==> config.mk <==
export PLATFORM = sky130hd
export DESIGN_NAME = rf_burst_port
export DESIGN_NICKNAME = d
export VERILOG_FILES = /design/src/rtl/rf_burst_port.sv
export SDC_FILE = /design/constraint.sdc
export NUM_CORES = 1
export LEC_CHECK = 0
export ABC_AREA = 1
export BUFFER_PORTS_ARGS = -buffer_cell sky130_fd_sc_hd__buf_4
export CAP_MARGIN = 20
export CORE_MARGIN = 2
export CORE_UTILIZATION = 55
export CTS_CLUSTER_SIZE = 25
export DETAILED_ROUTE_END_ITERATION = 7
export GPL_ROUTABILITY_DRIVEN = 0
export PLACE_DENSITY = 0.8
export RECOVER_POWER = 100
export SLEW_MARGIN = 0
export SYNTH_ARGS = -nofsm -noshare
export SYNTH_HDL_FRONTEND = slang
export SYNTH_SLANG_ARGS = --single-unit
==> constraint.sdc <==
create_clock -name clk -period 3.2 [get_ports clk]
set_input_delay 0.64 -clock clk [delete_from_list [all_inputs] [get_ports clk]]
set_output_delay 0.64 -clock clk [all_outputs]
set_load 0.01 [all_outputs]
==> src/rtl/rf_burst_port.sv <==
// rtl/rf_burst_port.sv - burst initiator for a 16x8 register file port set
//
// Accepts write/read burst commands from a host and drives the register
// file's two combinational read ports and single registered write port.
// Burst addresses wrap modulo 2**AW. Read data passes through a 2-entry FIFO.
//
// Ports:
//   clk, rst_n                          clock, asynchronous active-low reset
//   cmd_valid/cmd_ready/cmd_wr          command handshake, 1=write 0=read
//   cmd_addr/cmd_len                    start register, beats minus one
//   wdata_valid/wdata_ready/wdata       write beat stream
//   rdata_valid/rdata_ready/rdata       read beat stream
//   rdata_last                          final beat of a read burst
//   busy                                high whenever not idle
//   rf_src0/rf_src1/rf_data0/rf_data1   register file read ports
//   rf_dst/rf_we/rf_wdata               register file write port
module rf_burst_port #(
   parameter int DW = 8,
   parameter int AW = 4
) (
   input  logic          clk,
   input  logic          rst_n,
   input  logic          cmd_valid,
   output logic          cmd_ready,
   input  logic          cmd_wr,
   input  logic [AW-1:0] cmd_addr,
   input  logic [AW-1:0] cmd_len,
   input  logic          wdata_valid,
   output logic          wdata_ready,
   input  logic [DW-1:0] wdata,
   output logic          rdata_valid,
   input  logic          rdata_ready,
   output logic [DW-1:0] rdata,
   output logic          rdata_last,
   output logic          busy,
   output logic [AW-1:0] rf_src0,
   output logic [AW-1:0] rf_src1,
   output logic [AW-1:0] rf_dst,
   output logic          rf_we,
   output logic [DW-1:0] rf_wdata,
   input  logic [DW-1:0] rf_data0,
   input  logic [DW-1:0] rf_data1
);

   typedef enum logic [1:0] {
      S_IDLE   = 2'd0,
      S_WRITE  = 2'd1,
      S_WFLUSH = 2'd2,
      S_READ   = 2'd3
   } state_t;

   localparam logic [AW-1:0] PTR_ONE = 1;
   localparam logic [AW:0]   REM_ZERO = 0;
   localparam logic [AW:0]   REM_ONE  = 1;
   localparam logic [AW:0]   REM_TWO  = 2;

   state_t        state;
   logic [AW-1:0] ptr;
   logic [AW:0]   remaining;

   // Read FIFO: two slots, each carrying data plus its end-of-burst flag.
   logic [DW-1:0] fifo_data [2];
   logic          fifo_last [2];
   logic          rd_idx;
   logic          wr_idx;
   logic [1:0]    count;

   logic          pop;
   logic [1:0]    free_after;
   logic [AW:0]   fetch_n;
   logic [AW-1:0] ptr_next;

   assign rdata_valid = (count != 2'd0);
   assign rdata       = fifo_data[rd_idx];
   assign rdata_last  = rdata_valid & fifo_last[rd_idx];

   // Fetch sizing looks at slots free after this cycle's pop so that a
   // steady ready=1 stream sustains one beat per clock.
   always_comb begin
      pop        = rdata_valid & rdata_ready;
      free_after = 2'd2 - count + {1'b0, pop};
      fetch_n    = REM_ZERO;
      if (state == S_READ) begin
         if (free_after == 2'd2 && remaining >= REM_TWO)
            fetch_n = REM_TWO;
         else if (free_after != 2'd0 && remaining != REM_ZERO)
            fetch_n = REM_ONE;
      end
      ptr_next = ptr + fetch_n[AW-1:0];
   end

   always_ff @(posedge clk or negedge rst_n) begin
      if (!rst_n) begin
         state        <= S_IDLE;
         cmd_ready    <= 1'b1;
         busy         <= 1'b0;
         wdata_ready  <= 1'b0;
         ptr          <= '0;
         remaining    <= '0;
         rf_we        <= 1'b0;
         rf_dst       <= '0;
         rf_wdata     <= '0;
         rf_src0      <= '0;
         rf_src1      <= '0;
         fifo_data[0] <= '0;
         fifo_data[1] <= '0;
         fifo_last[0] <= 1'b0;
         fifo_last[1] <= 1'b0;
         rd_idx       <= 1'b0;
         wr_idx       <= 1'b0;
         count        <= 2'd0;
      end else begin
         rf_we <= 1'b0;
         case (state)
            S_IDLE: begin
               if (cmd_valid) begin
                  ptr       <= cmd_addr;
                  remaining <= {1'b0, cmd_len} + REM_ONE;
                  cmd_ready <= 1'b0;
                  busy      <= 1'b1;
                  if (cmd_wr) begin
                     state       <= S_WRITE;
                     wdata_ready <= 1'b1;
                  end else begin
                     // Read addresses are loaded now so the first fetch can
                     // happen in the very next cycle.
                     state   <= S_READ;
                     rf_src0 <= cmd_addr;
                     rf_src1 <= cmd_addr + PTR_ONE;
                  end
               end
            end

            S_WRITE: begin
               if (wdata_valid) begin
                  rf_we     <= 1'b1;
                  rf_dst    <= ptr;
                  rf_wdata  <= wdata;
                  ptr       <= ptr + PTR_ONE;
                  remaining <= remaining - REM_ONE;
                  if (remaining == REM_ONE) begin
                     state       <= S_WFLUSH;
                     wdata_ready <= 1'b0;
                  end
               end
            end

            // Carries the final write pulse so the register file is updated
            // before the next command can be accepted.
            S_WFLUSH: begin
               state     <= S_IDLE;
               cmd_ready <= 1'b1;
               busy      <= 1'b0;
            end

            S_READ: begin
               ptr       <= ptr_next;
               remaining <= remaining - fetch_n;
               rf_src0   <= ptr_next;
               rf_src1   <= ptr_next + PTR_ONE;
               if (pop)
                  rd_idx <= ~rd_idx;
               // A double fetch only happens with the FIFO empty after pop,
               // so both slots are written and wr_idx wraps back to itself.
               if (fetch_n == REM_TWO) begin
                  fifo_data[wr_idx]  <= rf_data0;
                  fifo_last[wr_idx]  <= 1'b0;
                  fifo_data[~wr_idx] <= rf_data1;
                  fifo_last[~wr_idx] <= (remaining == REM_TWO);
               end else if (fetch_n == REM_ONE) begin
                  fifo_data[wr_idx] <= rf_data0;
                  fifo_last[wr_idx] <= (remaining == REM_ONE);
                  wr_idx            <= ~wr_idx;
               end
               count <= count - {1'b0, pop} + fetch_n[1:0];
               if (pop && fifo_last[rd_idx]) begin
                  state     <= S_IDLE;
                  cmd_ready <= 1'b1;
                  busy      <= 1'b0;
               end
            end

            default: state <= S_IDLE;
         endcase
      end
   end

endmodule
==> impl_metrics.ini <==
[logic_synthesis]
syn_nets = 502
synth_top_family_by_area = simple AND/OR/NAND/NOR gates
seq_area_frac_synth = 0.426
yosys_warnings = 0
synth_xor_area_frac = 0.0157
synthCells = 446
syn_area_mm2 = 0.00335
synth-seq-cells = 57
yosys.area_share.simple = 0.241
synth_compound_gate_area_share = 0.148
yosys.area_share.adder = 0.0717
syn_area_per_cell_um2 = 7.51
synth_mux_area_frac = 0
ys_types = 31

[drt]
drt_iter0_drc = 255
finalWirelength_um = 8220
dr.pass1.iters = 4
via_per_inst = 5.35
vias = 3223
drc_errors = 0
wire_per_inst_um = 13.6
postRouteAntennaNets = 0

[sta]
layout_setup_ws_ns = 0.277
timing.final.crit_share = 0.913
hold_viol_final = 0
rsz0062_at_grt = no
slew_headroom = 0.0543
final.setup.tns_ns = 0
drv_slew = 0
max_slew.worst_pin.slew_ns = 1.42
setup_viol = 0
period_minus_slack_ns = 2.92
fin_worst_skew_ns = 0.00835
timing.fmax_ghz = 0.342

[run]
maxCapViolations = 0

[floorplanning]
initial_core_util = 0.566
io_pins = 72
rows = 28
die_w_um = 82.0
die_area_mm2 = 0.00673
die_y_um = 82.0
core-area_mm2 = 0.00592

[cells_and_area]
diodes = 0
nets = 578
n_fill_cell = 530
utilization = 0.684
drive_gt1_frac = 0.121
multi_input_area_mm2 = 0.00160
area_growth_pct = 20.9
regArea_mm2 = 0.00143

[clocking]
htree_levels = 3
root_buffer = clkbuf_8
clockBufferDepth = 2
cts_tree = built
clk_pin_slew_ns = 0.07
clock_latency_ns = 0.33
cts.sink_count = 57
postCtsHoldBufs = 0
cts_buffers = 9

[min_path]
hold_class = flop to flop
min_path_cells = 2

[power_and_ir_drop]
ir_drop_uv = 597
power_density_mw_per_mm2 = 1040
leakage_uw = 0.00217

[grt]
grt_first_pass_wirelength_um = 14200
first_global_vias = 3188
grt_antenna_before_repair = 0
grt_usage = 0.276
grt_max_degree = 58
grt_overflow = 0

[placed_design]
numPortBuffers = 71
hpwl_um = 5990
place_ws_ns = 0.0480

[setup_path]
crit_required_ns = 3.41
cp_max_fo = 4
cp-start-kind = flop
rr_worst_depth = 18
critPathArrivalTime_ns = 3.13
end_kind = flop
path_class = flop to flop

[outcome]
status = completed
## registers in the layout (all words and copies together) (netlist names), named ones only
| name | flops |
|---|---|
| fifo_data | 15 |
| rd_idx | 1 |
| rf_src0 | 4 |
| wdata_ready | 1 |
| state | 2 |
| cmd_ready | 1 |
| rf_src1 | 4 |
| rf_dst | 4 |
| count | 2 |
| rf_wdata | 8 |
| busy | 1 |
| ptr | 4 |
| wr_idx | 1 |
| fifo_last | 2 |
| remaining | 5 |
| rf_we | 1 |
## Yosys cell counts, drive strengths merged
| cell | count | area, um2 |
|---|---|---|
| a31oi | 6 | 37.5 |
| dfrtp | 56 | 1400 |
| xnor2 | 2 | 17.5 |
| fa | 2 | 40.0 |
| ha | 16 | 200 |
| nor2 | 25 | 96.4 |
| clkinv | 1 | 5.00 |
| o221ai | 1 | 8.76 |
| o22ai | 17 | 106 |
| nand2 | 142 | 543 |
| nor3 | 1 | 5.00 |
| xor2 | 4 | 35.0 |
| dfstp | 1 | 26.3 |
| nand4 | 5 | 31.3 |
| a21oi | 13 | 80.1 |
| nand3 | 26 | 130 |
| o211ai | 1 | 7.51 |
| o21a | 2 | 15.0 |
| buf | 10 | 62.6 |
| clkbuf | 4 | 15.0 |
| inv | 65 | 244 |
| o21ai | 46 | 241 |
## final timing paths
kind                       slack [ns]    endpoint  startpoint
setup / recovery                 0.28  rf_src1[2]    count[1]
hold / removal                   0.47   cmd_ready   cmd_ready
setup reg to reg                 0.28  rf_src1[2]    count[1]
hold reg to reg                  0.47   cmd_ready   cmd_ready
max in group asynchronous        1.71      ptr[0]       rst_n
min in group asynchronous        0.64    count[0]       rst_n
## metrics by stage
step / power, uW / hold slack (ns) / cell area (um2) / instances
after floorplan: 2780 / 0.344 / 3350 / 446
after global placement: 3480 / 0.456 / 3950 / 585
after detailed placement: 3570 / 0.461 / 3950 / 585
after CTS: 4400 / 0.389 / 4190 / 601
after global routing: 4610 / 0.484 / 4050 / 602
final: 4190 / 0.469 / 4050 / 602
## power breakdown
group	internal (uW)	leakage [uW]	total [uW]	switching (uW)
clock network	518	0.000118	803	285
registers	1070	0.000704	1360	288
logic	717	0.00134	2030	1320
total	2300	0.00217	4190	1890
## area by class of cell
cell class,count,area share
clock buffer,11,0.0324
clock inverter,5,0.0256
inverter,66,0.0615
multi-input combinational,309,0.394
sequential,57,0.353
tap,75,0.0232
timing repair buffer,79,0.111
## cells by family after synthesis
family / Yosys count
AO/OA/AOI/OAI: 86
flip-flops: 57
adder cells (fa/ha/maj): 18
buffers and inverters: 80
AND/OR/NAND/NOR: 199
XOR/XNOR: 6
## placed cells by master (no fill, tap or decap), types with 2 or more instances in the layout
cell type,instances
buf_4,40
xor2_1,4
xnor2_1,2
nor2_1,25
inv_1,64
o22ai_1,17
bufinv_16,3
a31oi_1,6
nand2_2,2
a21oi_1,11
ha_1,16
clkinv_2,2
dfrtp_1,56
clkbuf_1,40
o21ai_0,44
clkbuf_8,9
nand3_1,26
nand2_1,139
fa_1,2
o21a_1,2
nand4_1,5
## worst max-delay path, stage by stage, from the launching register on
cell and delay, ns:
dfrtp_1 0.40, inv_1 0.10, nand2_1 0.09, nand2_2 0.10
ha_1 0.16, xor2_1 0.17, nor2_1 0.08, nand2_1 0.09
nand4_1 0.11, inv_1 0.10, ha_1 0.18, inv_1 0.06
fa_1 0.51, nand3_1 0.09, nand2_2 0.10, inv_1 0.05
ha_1 0.18, xnor2_1 0.14, o21ai_0 0.08
## metal layers
| layer | part of all wire | GRT usage |
|---|---|---|
| met1 | 0.43 | 0.357 |
| met2 | 0.48 | 0.449 |
| met3 | 0.079 | 0.0692 |
| met4 | 0.013 | 0.100 |
| met5 | 0 | 0 |
## what timing repair did
action                     4_1_cts  5_1_grt
setup endpoints to repair        0        3
setup buffers                    0        1
resized for setup                0        2
Power figures use the tool's default switching activity.
